**src/rtl/alu_pkg.sv**
```systemverilog
// alu_pkg: shared opcodes, sequencer states and constants for the ALU operand sequencer
package alu_pkg;
  localparam int NREGS = 4;
  localparam logic [3:0] OP_INC = 4'b1000;
  localparam logic [3:0] OP_DEC = 4'b1001;
  localparam logic [3:0] OP_ADD = 4'b1010;
  localparam logic [3:0] OP_SUB = 4'b1011;
  localparam logic [3:0] OP_5 = 4'b0101;
  localparam logic [7:0] INST_NOP = 8'h00;
  typedef enum logic [1:0] {IDLE, ISSUE, WAIT, WB} state_t;
endpackage

```
**src/rtl/alu_op_regfile.sv**
```systemverilog
// alu_op_regfile: 4x8 register file with two operand read ports, a host read port and a writeback-over-host write
module alu_op_regfile
  import alu_pkg::*;
(
  input  logic       clk,
  input  logic       rst_n,
  input  logic       i_wb_we,
  input  logic [1:0] i_wb_addr,
  input  logic [7:0] i_wb_data,
  input  logic       i_host_we,
  input  logic [1:0] i_host_addr,
  input  logic [7:0] i_host_data,
  input  logic [1:0] i_ra_addr,
  input  logic [1:0] i_rb_addr,
  input  logic [1:0] i_host_raddr,
  output logic [7:0] o_ra,
  output logic [7:0] o_rb,
  output logic [7:0] o_host_rdata
);
  logic [7:0] r_regs [NREGS];
  assign o_ra = r_regs[i_ra_addr];
  assign o_rb = r_regs[i_rb_addr];
  assign o_host_rdata = r_regs[i_host_raddr];
  // per-register write: writeback wins a same-index collision, different indices both land
  always_ff @(posedge clk) begin
    if (!rst_n) r_regs <= '{default: '0};
    else
      for (int i = 0; i < NREGS; i++)
        if (i_wb_we && i_wb_addr == 2'(i)) r_regs[i] <= i_wb_data;
        else if (i_host_we && i_host_addr == 2'(i)) r_regs[i] <= i_host_data;
  end
endmodule

```
**src/rtl/alu_op_sequencer.sv**
```systemverilog
// alu_op_sequencer: accepts one ALU command at a time, drives operands, waits out ALU latency, writes result back
module alu_op_sequencer
  import alu_pkg::*;
#(
  parameter int unsigned ALU_LATENCY = 1
) (
  input  logic       clk,
  input  logic       rst_n,
  input  logic       cmd_valid,
  output logic       cmd_ready,
  input  logic [3:0] cmd_op,
  input  logic [1:0] cmd_dst,
  input  logic [1:0] cmd_srca,
  input  logic [1:0] cmd_srcb,
  output logic [7:0] alu_ra,
  output logic [7:0] alu_rb,
  output logic [7:0] alu_inst,
  input  logic [7:0] alu_rd,
  input  logic [7:0] alu_flags,
  input  logic       host_we,
  input  logic [1:0] host_waddr,
  input  logic [7:0] host_wdata,
  input  logic [1:0] host_raddr,
  output logic [7:0] host_rdata,
  output logic       done,
  output logic [7:0] flags_q
);
  state_t r_state, w_next;
  logic [1:0] r_dst;
  logic [2:0] r_cnt;
  logic [7:0] w_ra, w_rb;
  logic w_accept;
  assign cmd_ready = r_state == IDLE;
  assign w_accept = cmd_valid && cmd_ready;
  alu_op_regfile u_regs (
    .clk(clk),
    .rst_n(rst_n),
    .i_wb_we(r_state == WB),
    .i_wb_addr(r_dst),
    .i_wb_data(alu_rd),
    .i_host_we(host_we),
    .i_host_addr(host_waddr),
    .i_host_data(host_wdata),
    .i_ra_addr(cmd_srca),
    .i_rb_addr(cmd_srcb),
    .i_host_raddr(host_raddr),
    .o_ra(w_ra),
    .o_rb(w_rb),
    .o_host_rdata(host_rdata)
  );
  // next state: WAIT spans ALU_LATENCY-1 cycles so the ALU sees ALU_LATENCY+1 stable cycles
  always_comb begin
    w_next = r_state;
    case (r_state)
      IDLE:  w_next = w_accept ? ISSUE : IDLE;
      ISSUE: w_next = ALU_LATENCY == 1 ? WB : WAIT;
      WAIT:  w_next = r_cnt == 3'd1 ? WB : WAIT;
      WB:    w_next = IDLE;
      default: w_next = IDLE;
    endcase
  end
  // state, latency counter, ALU input registers, done pulse and flag capture
  always_ff @(posedge clk) begin
    if (!rst_n) begin
      r_state <= IDLE;
      r_dst <= '0;
      r_cnt <= '0;
      alu_ra <= '0;
      alu_rb <= '0;
      alu_inst <= INST_NOP;
      done <= 1'b0;
      flags_q <= '0;
    end else begin
      r_state <= w_next;
      done <= r_state == WB;
      if (r_state == ISSUE) r_cnt <= 3'(ALU_LATENCY - 1);
      else if (r_state == WAIT) r_cnt <= r_cnt - 3'd1;
      if (w_accept) begin
        r_dst <= cmd_dst;
        alu_ra <= w_ra;
        alu_rb <= w_rb;
        alu_inst <= {cmd_op, 4'h0};
      end else if (r_state == WB) begin
        alu_ra <= '0;
        alu_rb <= '0;
        alu_inst <= INST_NOP;
        flags_q <= alu_flags;
      end
    end
  end
endmodule

```
**config.mk**
```make
export PLATFORM = sky130hd
export DESIGN_NAME = alu_op_sequencer
export DESIGN_NICKNAME = d
export VERILOG_FILES = /design/src/rtl/alu_pkg.sv /design/src/rtl/alu_op_regfile.sv /design/src/rtl/alu_op_sequencer.sv
export SDC_FILE = /design/constraint.sdc
export NUM_CORES = 1
export LEC_CHECK = 0
export CORE_MARGIN = 4
export CORE_UTILIZATION = 49
export DETAILED_ROUTE_END_ITERATION = 16
export GPL_TIMING_DRIVEN = 0
export PLACE_DENSITY = 0.81
export REMOVE_ABC_BUFFERS = 1
export SYNTH_ARGS = -nofsm -noshare
export SYNTH_HDL_FRONTEND = slang
export SYNTH_SLANG_ARGS = --single-unit
```
**constraint.sdc**
```tcl
create_clock -name clk -period 1.7 [get_ports clk]
set_input_delay 0.255 -clock clk [delete_from_list [all_inputs] [get_ports clk]]
set_output_delay 0.255 -clock clk [all_outputs]
set_load 0.005 [all_outputs]
```
# After elaboration in Yosys (flattened, before gate mapping)
# Cells that the tools add are included.
dict set report totals {
  in_bits 42
  output_inout_bits 42
  regBits 68
  wordCells 75
}
dict set report op_classes {
  n_eq_ne 10
  n_reduce_logical 19
  order_cmp 3
  n_mux 25
  bitwise 5
  add_sub_neg 1
}
# cell n
set op_table {}
lappend op_table {{two-way mux 8 bit} 19}
lappend op_table {{binary-select mux 8 bit (select 2 bit)} 3}
lappend op_table {{equality test 2 bit, second input constant} 6}
lappend op_table {{nonzero test 2 bit} 5}
lappend op_table {{>= comparator 3 bit, second input constant} 3}
lappend op_table {{logical AND 1 bit} 9}
lappend op_table {{inverter 2 -> 3 bit} 3}
lappend op_table {{case mux 2 bit (4 select lines)} 1}
lappend op_table {{equality test 2 x 1 -> 1 bit, second input constant} 3}
lappend op_table {{zero test 2 bit} 3}
lappend op_table {{equality test 3 x 1 -> 1 bit, second input constant} 1}
lappend op_table {{subtractor 3 x 1 -> 3 bit, second input constant} 1}
lappend op_table {{two-way mux 1 bit} 2}
lappend op_table {{inverter 1 bit} 2}
lappend op_table {{AND reduction 2 bit} 1}
lappend op_table {{OR reduction 2 bit} 1}

# Depth between registers and ports, before layout
# Gate-level depths: netlist (run 1).
dict set report depth {
  depth_word 5
  depth_mapped 7
  depth_no_buf 5
}

# Cells and area by module
# Synthesis (run 1) repeated with hierarchy kept, for this count alone.
dict set report unflattened {
  cells_unflattened 377
  area_unflattened_um2 3530.9
}
# mod instances area_per_inst_um2 seq_area_each_um2 cells_each
set modules_own_cells {}
lappend modules_own_cells {alu_op_regfile 1 1991.9 640.6 217}
lappend modules_own_cells {alu_op_sequencer 1 1539.0 720.7 160}

# Least setup slack after synthesis (run 1)
# Ideal clock, no wire load.
dict set report synth_path {
  kind {register -> register}
  start {register r_state[0]}
  end {register alu_ra[0]}
  setup_ns 0.061
  n_path_buf 2
  path_stages_with_launch 8
  slack_ns 0.162
  arrival_time_ns 1.477
  required_time_ns 1.639
  path_cell_list {dfxtp_1 > inv_1 > ha_1 > and2_1 > buf_2 > nor3b_4 > buf_4 > a32o_1}
}
dict set report synth_between {
  elab_chain_len 3
}
# item line_no
set synth_lines {}
lappend synth_lines {{start: declaration} alu_op_sequencer.sv:28} ;# state_t r_state, w_next;
lappend synth_lines {{start signal: assignment} alu_op_sequencer.sv:74} ;# r_state <= w_next;
lappend synth_lines {{zero test 2 bit (*)} alu_op_sequencer.sv:33} ;# assign cmd_ready = r_state == IDLE;
lappend synth_lines {{via cmd_ready} alu_op_sequencer.sv:10} ;# output logic cmd_ready,
lappend synth_lines {{logical AND 1 bit (*)} alu_op_sequencer.sv:34} ;# assign w_accept = cmd_valid && cmd_ready;
lappend synth_lines {{two-way mux 8 bit or nonzero test 2 bit (tied branches)} n/a}
lappend synth_lines {{end signal: assignment} alu_op_sequencer.sv:80} ;# alu_ra <= w_ra;
lappend synth_lines {{end: declaration} alu_op_sequencer.sv:15} ;# output logic [7:0] alu_ra,
# Mark *: on every way through the listed nets, which the timed path passes. The rest lies on a longest branch.
# A chain may end at the register's enable or synchronous reset.

# Worst setup path after layout (run 1)
dict set report layout_path {
  start {register u_regs.r_regs[29] (netlist bit)}
  end {output host_rdata[5]}
}
dict set report layout_between {
  elab_chain_len 3
}
# item line_no
set layout_lines {}
lappend layout_lines {{start: declaration} alu_op_regfile.sv:20} ;# logic [7:0] r_regs [NREGS];
lappend layout_lines {{start signal: indexed assignment} alu_op_regfile.sv:29} ;# if (i_wb_we && i_wb_addr == 2'(i)) r_regs[i] <= i_wb_data;
lappend layout_lines {{start signal: indexed assignment} alu_op_regfile.sv:30} ;# else if (i_host_we && i_host_addr == 2'(i)) r_regs[i] <= i_host_data;
lappend layout_lines {{binary-select mux 8 bit (select 2 bit)} alu_op_regfile.sv:23} ;# assign o_host_rdata = r_regs[i_host_raddr];
lappend layout_lines {{two-way mux 8 bit (not written as such) (2 in series)} alu_op_regfile.sv:23}
lappend layout_lines {{end: declaration} alu_op_sequencer.sv:24} ;# output logic [7:0] host_rdata,
# Every way passes these cells. The select of a mux whose other input is x is not followed.

==> results of run 1 <==
power groups by stage:
stage	clock, uW	combinational (uW)	sequential [uW]
CTS	1290	579	1720
global placement	0	556	1750
global route	1360	652	1740
floorplan	0	273	1740
finish	1280	597	1730
detailed placement	0	571	1760
kinds of logic after synthesis:
| kind of cell | Yosys count |
|---|---|
| other | 1 |
| adders and majority gates | 6 |
| buffers and inverters | 40 |
| DFF | 68 |
| AOI/OAI and AO/OA | 89 |
| and+or+nand+nor | 107 |
| muxes | 32 |
| xor gates and xnor gates | 2 |
layout by cell type, fill, tap and decap left out, drive strengths merged, types with 4 or more instances in the layout:
cell type,n
dfxtp,68
a31oi,32
a32o,16
mux2i,8
clkdlybuf4s15,7
mux4,24
clkbuf,11
nand2,75
a21boi,6
dlygate4sd2,4
buf,12
conb,4
clkdlybuf4s50,65
nor2b,8
ha,6
o21ai,32
nand3b,9
inv,5
through the flow:
| step | setup slack, ns | hold WS, ns | util |
|---|---|---|---|
| after floorplan | -0.1484 | 0.3660 | - |
| after global placement | -1.365 | 0.4497 | 0.6074 |
| after detailed placement | -0.7621 | 0.4555 | 0.6096 |
| after CTS | 0.007897 | 0.2541 | 0.6446 |
| after global routing | 0.006319 | 0.2586 | 0.6524 |
| final | 0.02942 | 0.2629 | 0.6524 |
layer usage:
| layer | part of all wire | wire (um) |
|---|---|---|
| met5 | 0 | 0 |
| met2 | 0.52 | 4652 |
| met1 | 0.37 | 3374 |
| met4 | 0.033 | 293 |
| met3 | 0.076 | 685 |
registers in the layout, summed over array words and instances, names as in the netlist, 2 cells and up:
name	count
alu_rb	8
alu_ra	8
u_regs.r_regs	32
r_cnt	3
r_state	2
alu_inst	4
r_dst	2
flags_q	8
timing repair:
action | 4_1_cts | 5_1_grt
gates resized for setup | 28 | 14
setup buffers | 4 | 5
pin swaps | 3 | 1
hold buffers | 0 | 0
setup endpoints to repair | 63 | 24
worst max path at each step:
stage                   endpoint  slack (ns)  cells after the start
2_1_floorplan  u_regs.r_regs[24]       -0.15                      4
3_3_place_gp           alu_rb[5]       -1.37                      3
3_5_place_dp       host_rdata[3]       -0.76                      3
4_1_cts            host_rdata[7]       0.008                      2
5_1_grt            host_rdata[5]       0.006                      2
6_report           host_rdata[5]        0.03                      2
layout make-up:
class	instances	area (sq um)	area share
clock inverter	5	52.55	0.01192
tap	80	100.1	0.02271
sequential	68	1371	0.3111
clock buffer	11	131.4	0.02980
timing repair buffer	89	875.8	0.1987
multi-input combinational	240	1858	0.4215
inverter	5	18.77	0.004258
worst max-delay path: stages (launching register included):
cell	delay [ns]
dfxtp_1	0.34
mux4_2	0.45
dlygate4sd2_1	0.28
==> summary.md, run 1 <==
| Metric | Value |
|---|---|
| Outcome | complete, no violations |
| Initial core utilization | 0.5028 |
| Top Ports | 84 |
| Met1 Track Usage GR | 0.2529 |
| Layout cell share with drive strength beyond 1 | 0.1627 |
| Via count | between 3000 and 4000 |
| First-pass GRT wire length | about 14000 um |
| Syn Area/Cell | about 9.8 sq um |
| Final Hold Viols | 0 |
| Sequential area share after synthesis | 0.4007 |
| H-tree depth | 3 |
| Post-Syn Instances | roughly 350 |
| Post-synthesis adder-cell area fraction | 0.02210 |
| Die width | 91.26 um |
| Max clock buf depth | 2 |
| DRT Pass-1 Iters | 5 |
| Worst Skew | 0.006338 ns |
| Initial DRC count | around 270 |
| Library cells used by synthesis | 32 |
| Area growth, synth to finish | 29.76% |
| Least-Margin Pin Slew | ~0.65 ns |
| Number of global-route vias before repair | between 3000 and 4000 |
| Leak pwr | 0.001514 uW |
| XOR/XNOR Fraction of Synth Area | 0.005157 |
| WP data arrival | 1.42 ns |
| Antenna violations before repair | 0 |
| Startpoint type of the worst setup path | register |
| Power Dens Cells | a little over 800 nW/um^2 |
| Cell Int Power | roughly 2700 uW |
| Top Usage Layer GRT | met2 |
| # rows | 30 |
| Reg2Reg Setup Slack | 0.17 ns |
| Residual DRC | 0 |
| Synthesized cell area | approximately 3400 sq um |
| Met2 GRT Util | 0.3728 |
| Pins Over Slew Limit | 0 |
| Largest net degree at the start of global routing | 59 |
| GRT Overall Usage | 0.2137 |
| CP endpoint kind | primary output |
| Relative slew slack | 0.5648 |
| Core ar. | between 6000 and 7000 sq um |
| Top_reg_cell synth | dfxtp_1 |
| Final GP Congestion | 0.8463 |
| Reg clk slew, reported paths | 0.07 ns |
| Combinational fraction of design power | 0.166 |
| M3 GR Usage | 0.03231 |
| Data required time at the worst endpoint | around 1.4 ns |
| Largest family of logic cells by synthesized area | multiplexers |
| Commonest cells post-synth | 75 x nand2_1, 68 x dfxtp_1, 32 x a31oi_1, 30 x o21ai_0, 24 x mux4_2 |
| Peak supply drop | between 0.0004 and 0.0005 V |
| Post-Layout Cell Count | around 500 |
| Wirelength per Cell | ~18 um |
| Hold endpoint | alu_inst[7] |
| Max Cap Viol | 0 |
| Clock power frac | 0.355 |
| Top cells by area, synth | dfxtp_1 40%, mux4_2 16%, nand2_1 8.3% |
| Min-delay src | rst_n |
| CP Launch Point | u_regs.r_regs[29] |
| Die height | just over 90 um |
| Die Area | roughly 8300 sq um |
| Clk sinks | 68 |
| Compound-gate portion of the synthesized area | 0.1746 |
| DP HPWL | 6035 um |
| Mux cell area share after synthesis | 0.1827 |
| Sum Neg Setup Slack | 0 ns |
| CTS root buffer | clkbuf_8 |
| Dominant cell type by area after synthesis | dfxtp_1 |
| CTS tree | built |
| WHS Path Cells | 2 |
| Number of flops mapped to enable cells by yosys | 0 |
| Antenna-violating nets left | 0 |
| Placed cell area | 4119 sq um |
| Post-Place Cells | around 470 |
| Seq pwr share | 0.479 |
| Ys Warns | 0 |
| Vias per cell | about 6 |
| FF+latch count, synth | 68 |
| Final Setup Violations | 0 |
| RSZ-0062 raised after global routing | false |
| GR Overflow Total | 0 |
| Final WL | around 9000 um |
| Terminus of the critical flop-to-flop path | alu_ra[0] |
| Skew-Pair Late Insertion Delay | approximately 0.34 ns |
| CTS buffer count | 9 |
| Sw Share | 0.2647 |
| Count leader, synth | nand2_1 |
| Worst min-delay path class | in2reg |
| Synth async-reset ratio | 0 |
| Highest clock rate | approximately 600 MHz |
| Post-synthesis simple-gate area fraction | 0.1506 |
| Crit path kind | reg2out |
| NetSw | ~960 uW |
| Final Instance Area | between 4000 and 5000 sq um |
| # fillers | around 530 |
| Share of the synthesized area in the top cell type | 0.4007 |
| Worst Path Max Fanout | 4 |
| NumNets Final | around 460 |
| Overall power | ~3600 uW |
| Crit path time final | approximately 1.7 ns |
| RR Startpoint | r_state[1] |
| Fin crit share | 0.9827 |
| Number of diodes | 0 |
| Port buffer count | between 70 and 80 |
| Reg2Reg Depth | 6 |
Note: power is estimated with default switching activity, not from simulation.
==> run 2: changes to the inputs <==
--- a/config.mk
+++ b/config.mk
@@ -10,6 +10,7 @@
 export DETAILED_ROUTE_END_ITERATION = 16
 export GPL_TIMING_DRIVEN = 0
 export PLACE_DENSITY = 0.81
+export RECOVER_POWER = 25
 export REMOVE_ABC_BUFFERS = 1
 export SYNTH_ARGS = -nofsm -noshare
 export SYNTH_HDL_FRONTEND = slang
==> summary.md, run 2 (same netlist as run 1, synthesis figures left out) <==
| Metric | Value |
|---|---|
| Outcome | complete, no violations |
| Fin crit share | 0.9828 |
| Clock power frac | 0.356 |
| Met1 Track Usage GR | 0.2529 |
| Core ar. | around 6800 sq um |
| Vias per cell | around 6.1 |
| Max reg flops | 32 |
| RSZ-0062 raised after global routing | false |
| CTS tree | built |
| Antenna violations before repair | 0 |
| Pins Over Slew Limit | 0 |
| Post-Place Cells | 473 |
| Top reg by flops | u_regs.r_regs |
| NumNets Final | between 400 and 500 |
| Final GP Congestion | 0.8463 |
| Sw Share | 0.2651 |
| GRT Overall Usage | 0.2137 |
| Met2 GRT Util | 0.3728 |
| Seq pwr share | 0.479 |
| Largest net degree at the start of global routing | 59 |
| Placed cell area | ~4100 sq um |
| Most common cell after layout, fill and taps aside | nand2_1 |
| Post-Layout Cell Count | 498 |
| DP HPWL | between 6000 and 7000 um |
| Post-CTS Hold Buffers | 0 |
| # fillers | 537 |
| Final Setup Violations | 0 |
| Reg clk slew, reported paths | ~0.070 ns |
| NetSw | approximately 960 uW |
| H-tree depth | 3 |
| Data required time at the worst endpoint | 1.44 ns |
| Max Cap Viol | 0 |
| Via count | about 3000 |
| Initial DRC count | ~270 |
| Worst Path Max Fanout | 4 |
| Final Hold Viols | 0 |
| Port buffer count | just under 80 |
| Crit path time final | between 1.5 and 2 ns |
| Final WL | approximately 9000 um |
| Cell Int Power | about 2600 uW |
| Clk sinks | 68 |
| Combinational fraction of design power | 0.165 |
| Skew-Pair Late Insertion Delay | around 0.34 ns |
| Layout cell share with drive strength beyond 1 | 0.1555 |
| Number of global-route vias before repair | 3006 |
| Final Instance Area | around 4400 sq um |
| Initial core utilization | 0.5028 |
| CTS buffer count | 9 |
| CP endpoint kind | primary output |
| Die height | slightly above 90 um |
| Highest clock rate | 598.6 MHz |
| Antenna-violating nets left | 0 |
| Most frequent cells in the layout | 75 x nand2_1, 64 x clkdlybuf4s50_1, 61 x dfxtp_1, 32 x a31oi_1, 30 x o21ai_0 |
| GR Overflow Total | 0 |
| WP data arrival | around 1.4 ns |
| Worst Skew | around 0.0067 ns |
| Number of diodes | 0 |
| Top Usage Layer GRT | met2 |
| First-pass GRT wire length | 14120 um |
| Top Ports | 84 |
| Power Dens Cells | roughly 800 nW/um^2 |
| # rows | 30 |
| Area growth, synth to finish | 29.50% |
| Worst min-delay path class | in2reg |
| Startpoint type of the worst setup path | register |
| Least-Margin Pin Slew | approximately 0.64 ns |
| Die width | approximately 90 um |
| Final Core Density | 0.6511 |
| Wirelength per Cell | roughly 18 um |
| Max clock buf depth | 2 |
| Peak supply drop | between 0.0004 and 0.0005 V |
| Die Area | between 8000 and 9000 sq um |
| M3 GR Usage | 0.03231 |
| CTS root buffer | clkbuf_8 |
| Residual DRC | 0 |
| DRT Pass-1 Iters | 5 |
| WHS | 0.2624 ns |
| Sum Neg Setup Slack | 0 ns |
| Crit path kind | reg2out |
| Leak pwr | ~0.0015 uW |
| Relative slew slack | 0.5719 |
## run 2: changes by cell type in the layout (fill, tap and decap cells not counted), sizes merged
cell and delta:
clkbuf +4, buf -4, dlygate4sd3 +1, clkdlybuf4s50 -1
## run 2: critical path, cell delays in order, from the launching register on
cell and delay [ns]:
dfxtp_1 0.34, mux4_2 0.45, dlygate4sd2_1 0.28
## run 2: power groups by stage
stage | Clock, uW | Combinational, uW | Sequential [uW]
2_1_floorplan | 0 | 273 | 1740
3_3_place_gp | 0 | 556 | 1750
3_5_place_dp | 0 | 571 | 1760
4_1_cts | 1290 | 579 | 1720
5_1_grt | 1360 | 650 | 1730
6_report | 1280 | 594 | 1730
## run 2: stage by stage
stage	power [uW]	worst slack (ns)
after CTS	3596	0.007897
after global routing	3748	0.006319
after global placement	2306	-1.365
after detailed placement	2328	-0.7621
final	3606	0.02931
after floorplan	2017	-0.1484
## run 2: worst paths after layout
check,from,to,slack (ns),cells after the start
max,u_regs.r_regs[29],host_rdata[5],0.03,2
min,rst_n,alu_inst[7],0.26,2
max reg2reg,r_state[0],alu_ra[6],0.17,6
min reg2reg,alu_ra[4],alu_ra[4],0.47,1
## run 2: repair_timing
action,4_1_cts,5_1_grt
buffers inserted,4,5
pin swaps,3,1
resized for setup,28,14
endpoints found under the setup margin,63,24
## run 2: area by class of cell
type | count | area (sq um) | share of cell area
Multi-Input combinational cell | 240 | 1858 | 0.4224
Sequential cell | 68 | 1370 | 0.3114
Timing Repair Buffer | 89 | 868.3 | 0.1974
Clock buffer | 11 | 131.4 | 0.02986
Tap cell | 80 | 100.1 | 0.02275
Clock inverter | 5 | 52.55 | 0.01195
Inverter | 5 | 18.77 | 0.004266
## run 2: layer usage
metal | routed length, um | share of wire | up-vias
met2 | 4657 | 0.52 | 148
met4 | 288 | 0.032 | 0
li1 | - | - | 1391
met5 | 0 | 0 | -
met1 | 3374 | 0.37 | 1444
met3 | 695 | 0.077 | 31
==> run 3: changes to the inputs <==
--- a/config.mk
+++ b/config.mk
@@ -6,12 +6,14 @@
 export NUM_CORES = 1
 export LEC_CHECK = 0
 export CORE_MARGIN = 4
-export CORE_UTILIZATION = 49
+export CORE_UTILIZATION = 50
 export DETAILED_ROUTE_END_ITERATION = 16
+export GPL_ROUTABILITY_DRIVEN = 0
 export GPL_TIMING_DRIVEN = 0
-export PLACE_DENSITY = 0.81
+export PLACE_DENSITY = 0.82
 export RECOVER_POWER = 25
 export REMOVE_ABC_BUFFERS = 1
 export SYNTH_ARGS = -nofsm -noshare
 export SYNTH_HDL_FRONTEND = slang
+export SYNTH_HIERARCHICAL = 1
 export SYNTH_SLANG_ARGS = --single-unit
==> summary.md, run 3 <==
| Metric | Value |
|---|---|
| Outcome | complete, no violations |
| Number of diodes | 0 |
| Top cells by area, synth | dfxtp_1 39%, mux4_2 15%, nand2_1 9.6% |
| Min-delay src | cmd_op[3] |
| Clock power frac | 0.340 |
| Fin crit share | 0.9756 |
| Seq pwr share | 0.435 |
| Sum Neg Setup Slack | 0 ns |
| CTS buffer count | 9 |
| CTS tree | built |
| CTS root buffer | clkbuf_8 |
| Library cells used by synthesis | 32 |
| GRT Overall Usage | 0.2271 |
| Ys Warns | 6 |
| Initial DRC count | approximately 180 |
| Residual DRC | 0 |
| NetSw | around 1200 uW |
| WP data arrival | between 1 and 1.5 ns |
| Most common cell after layout, fill and taps aside | nand2_1 |
| Sw Share | 0.2793 |
| Highest clock rate | 602.9 MHz |
| Final Core Density | 0.6634 |
| Top_reg_cell synth | dfxtp_1 |
| Worst min-delay path class | in2reg |
| Data required time at the worst endpoint | roughly 1.4 ns |
| Final Setup Violations | 0 |
| Syn Area/Cell | around 9.4 sq um |
| Crit path kind | reg2out |
| Top Ports | 84 |
| Final Hold Viols | 0 |
| Relative slew slack | 0.2924 |
| Number of global-route vias before repair | between 3000 and 4000 |
| Layout cell share with drive strength beyond 1 | 0.1544 |
| NumNets Final | 490 |
| CP max stage cell | mux4_2 |
| Clk sinks | just under 70 |
| Leak pwr | between 0.0015 and 0.002 uW |
| Combinational fraction of design power | 0.225 |
| Core ar. | between 6000 and 7000 sq um |
| Commonest cells post-synth | 90 x nand2_1, 68 x dfxtp_1, 32 x a31oi_1, 30 x o21ai_0 |
| CP peak stage delay | ~0.48 ns |
| Pins Over Slew Limit | 0 |
| Startpoint type of the worst setup path | register |
| Power Dens Cells | 932.0 nW/um^2 |
| Top reg by flops | u_regs/r_regs |
| Sequential area share after synthesis | 0.3855 |
| Peak supply drop | 0.0004948 V |
| Worst Skew | 0.007908 ns |
| DRT Pass-1 Iters | 5 |
| Max reg flops | 32 |
| Largest net degree at the start of global routing | between 60 and 70 |
| RSZ-0062 raised after global routing | false |
| FF/Latch Area | about 1400 sq um |
| Count leader, synth | nand2_1 |
| RR Startpoint | r_state[0] |
| Area growth, synth to finish | 28.35% |
| Initial core utilization | 0.5168 |
| First-pass GRT wire length | between 10000 and 15000 um |
| Reg clk slew, reported paths | around 0.070 ns |
| CP Cell Sequence | mux4_2, clkdlybuf4s15_1 |
| Crit path time final | around 1.7 ns |
| H-tree depth | 3 |
| Dominant cell type by area after synthesis | dfxtp_1 |
| CP endpoint kind | primary output |
| # rows | 30 |
| Synth async-reset ratio | 0 |
| Skew-Pair Late Insertion Delay | between 0.3 and 0.4 ns |
| Via count | around 3200 |
| Max clock buf depth | 2 |
| Die height | between 90 and 100 um |
| FF+latch count, synth | approximately 70 |
| Max Cap Viol | 0 |
| Worst Path Max Fanout | 4 |
| Synthesized cell area | ~3500 sq um |
| Post-Syn Instances | between 300 and 400 |
| DP HPWL | roughly 6200 um |
| # fillers | about 550 |
| Least-Margin Pin Slew | around 1.1 ns |
| GR Overflow Total | 0 |
| Share of the synthesized area in the top cell type | 0.3855 |
| Footprint of the multi-input gates | between 1500 and 2000 sq um |
| Wirelength per Cell | about 17 um |
| Antenna-violating nets left | 0 |
| CP Launch Point | u_regs/r_regs[0] |
| Die width | around 92 um |
| Number of flops mapped to enable cells by yosys | 0 |
| Most frequent cells in the layout | 89 x nand2_1, 67 x clkdlybuf4s50_1, 57 x dfxtp_1, 32 x a31oi_1, 30 x o21ai_0 |
| Die Area | between 8000 and 9000 sq um |
| Vias per cell | 5.930 |
| Cell Int Power | roughly 3000 uW |
| Final WL | ~9400 um |
| Port buffer count | just under 80 |
| Antenna violations before repair | 0 |
## run 3: cell count changes after synthesis, sizes merged, moves of 7 or more
cell,delta
a21boi,+16
a32o,-16
nand3b,+15
nand2,+15
buf,+7
clkbuf,-7
## run 3: repair_timing
item | CTS | global route
endpoints found under the setup margin | 69 | 17
resized for setup | 37 | 8
endpoints found under the hold margin | 0 | 0
hold buffers | 0 | 0
pin swaps | 4 | 0
buffers inserted | 7 | 0
## run 3: final cells by class
cell class              count  area share
multi-input cells         271      0.4368
flip-flops and latches     68      0.3034
well taps                  96     0.02650
inverters                   6    0.004970
clock buffers              13     0.03948
repair buffers             86      0.1795
clock inverters             3    0.009387
## run 3: per-layer routing
metal  GRT usage  wire, um
met1      0.2753      3636
met2      0.3680      4529
met3     0.05906      1038
met4      0.1238       242
met5           0         0
## run 3: cells by family after synthesis
family | share of synthesized area
flip-flops | 0.3855
other | 0.001062
AO/OA/AOI/OAI | 0.1584
adder cells (fa/ha/maj) | 0.02126
AND/OR/NAND/NOR | 0.1896
XOR/XNOR | 0.004962
buffers and inverters | 0.06343
multiplexers | 0.1758
## run 3: power groups by stage
stage / clock network, uW / registers (uW) / logic, uW
finish: 1430 / 1840 / 951
CTS: 1460 / 1830 / 953
global route: 1540 / 1860 / 1050
floorplan: 0 / 1840 / 507
detailed placement: 0 / 1860 / 930
global placement: 0 / 1850 / 904
## run 3: final timing paths
check | endpoint | slack (ns) | cells after the start
worst max-delay path | host_rdata[0] | 0.04 | 2
worst min-delay path | alu_inst[7] | 0.46 | 3
worst max register to register | u_regs/r_regs[27] | 0.10 | 4
worst min register to register | alu_ra[3] | 0.48 | 2
## run 3: through the flow
stage	setup WS (ns)	cell area, sq um	hold slack [ns]	total power [uW]	std cells
finish	0.04140	4532	0.4588	4224	543
global route	0.003440	4532	0.4627	4444	543
global placement	-0.9483	4252	0.4648	2750	520
floorplan	-0.2457	3341	0.3758	2345	345
detailed placement	-0.9636	4247	0.4716	2786	520
CTS	0.0002092	4538	0.4490	4243	543
## run 3: critical path, delay by kind of cell (launching register included)
| kind | cells | cell delay (ns) |
|---|---|---|
| flip-flops | 1 | 0.34 |
| multiplexers | 1 | 0.48 |
| buffers and inverters | 1 | 0.23 |
==> edit, RTL diff (flow settings as in run 2) <==
Change the package constant `NREGS` from 4 to 2.
--- a/src/rtl/alu_pkg.sv
+++ b/src/rtl/alu_pkg.sv
@@ -2,3 +2,3 @@
 package alu_pkg;
-  localparam int NREGS = 4;
+  localparam int NREGS = 2;
   localparam logic [3:0] OP_INC = 4'b1000;
Function: changed (Yosys sat finds a counterexample within 4 cycles, from zero or initial values and one cycle with rst_n low).
==> edit against run 2 <==
  * Via count shrank 28%
  * Sequential cell count decreased by 16
  * Power fell by 16%
  * Wire length shrank 33%
  * Setup slack improved by 19 ps
  * Design area decreased by 23%
  * Synthesized area is 26% lower
  * Clock power shrank 42%
  * Critical path type unchanged
  * Critical endpoint is now cmd_ready
  * Largest cell class unchanged
  * Highest routed layer unchanged
==> edit: results (changes against run 2) <==
[metrics] number of standard cells in the final layout excluding fillers: 413 (-17%)
[metrics] number of flip-flops in the largest register: 16 (-50%)
[metrics] number of buffers created by CTS: 5 (-4)
[metrics] reg-to-reg endpoint: u_regs.r_regs[13]
[metrics] P_leak: 1.23 nW (-18%)
[metrics] Worst IR Drop VDD: 0.000528 V (+22%)
[metrics] HP Start: r_dst[1]
[metrics] count of nets after finishing: 393 (-15%)
[metrics] Critical path destination: cmd_ready
[metrics] wire length of the first global-routing pass: 9530 microns (-33%)
[metrics] run status: complete, no violations
[metrics] setup skew after layout: 9.79 ps (+3.12 ps)
[metrics] count of input and output buffers: 76 (-3.8%)
[metrics] Distinct cells, synth: 30 (-6.3%)
[metrics] post-detailed-route wirelength per cell: 14.6 microns (-19%)
[metrics] Final GP Congestion: 0.790 (-6.7%)
[metrics] worst setup margin: 48.8 ps (+19.5 ps)
[metrics] pin count of the biggest net entering global routing: 51 (-14%)
[metrics] sequential fraction of the synthesis area: 0.416 (+0.0157)
[metrics] DR vias/cell: 5.27 (-13%)
[metrics] cell internal power dissipation: 0.00210 W (-21%)
[metrics] worst endpoint data arrival time: 1400 ps (-20 ps)
[metrics] Placed Cells incl. Taps: 402 (-15%)
[metrics] detailed placer's ending HPWL: 4050 microns (-33%)
[metrics] total iterations of the first detailed-routing run: 4 (-1)
[metrics] Starting DRT DRC Count: 77 (-71%)
[metrics] clock latency on the worst-skew pair: 310 ps (-30 ps)
==> edit: changes by cell type after synthesis, moves of 8 or more <==
cell,delta
nand2_1,-33
mux4_2,-24
o21ai_0,-24
a31oi_1,-16
a32o_1,-16
dfxtp_1,-16
mux2i_1,+16
nor2_1,+16
nor3b_1,+16
o21a_1,+15
o21ai_1,+10
mux2_1,+8
==> edit: logic make-up after synthesis <==
kind of cell	count (synthesis)	share of synthesized area
AND/OR/NAND/NOR	99	0.203
flip-flops	52	0.416
multiplexers	32	0.132
buffers and inverters	30	0.0581
adder cells (fa/ha/maj)	6	0.0300
XOR/XNOR	2	0.00701
other	1	0.00150
AO/OA/AOI/OAI	58	0.152
==> edit: worst min-delay path by stage <==
stage,slack [ps],cells past startpoint,to
final,470,2,r_dst[1]
after global routing,490,3,alu_inst[4]
after CTS,470,2,r_dst[1]
after detailed placement,450,2,r_dst[1]
after global placement,450,2,r_dst[1]
after floorplan,370,1,alu_ra[0]
==> edit: cell type report <==
type	instances	area (sq um)
inverters	6	22.5
repair buffers	79	776
clock buffers	6	82.6
multi-input cells	201	1360
well taps	67	83.8
flip-flops and latches	52	1050
clock inverters	2	15.0
fillers	416	1430
==> edit: critical path, cell delays in order (launching register included) <==
cell and delay (ps):
dfxtp_4 380, inv_2 70, ha_4 150, clkdlybuf4s50_1 490
==> edit: power by group through the flow <==
stage               Sequential (W)  Clock [W]  Combinational (W)
finish                     0.00143   0.000742           0.000840
global route               0.00145   0.000810           0.000931
CTS                        0.00143   0.000761           0.000844
detailed placement         0.00144          0           0.000799
global placement           0.00143          0           0.000788
floorplan                  0.00143          0           0.000427
==> edit: repair_timing <==
action                                  CTS  global route
pin swaps                                 2             0
endpoints found under the setup margin   54            26
gates resized for setup                  12             9
setup buffers                             3             0
==> edit: through the flow <==
stage | hold slack [ps] | total power, W
floorplan | 372 | 0.00186
global placement | 447 | 0.00222
detailed placement | 453 | 0.00224
CTS | 471 | 0.00303
global route | 492 | 0.00319
finish | 471 | 0.00301
==> edit: routing by layer <==
metal / up-vias / track usage / share of wire
met3: 15 / 0.0542 / 0.078
met4: 0 / 0.0704 / 0.020
li1: 1073 / - / -
met2: 84 / 0.327 / 0.46
met5: - / 0 / 0
met1: 1005 / 0.226 / 0.44
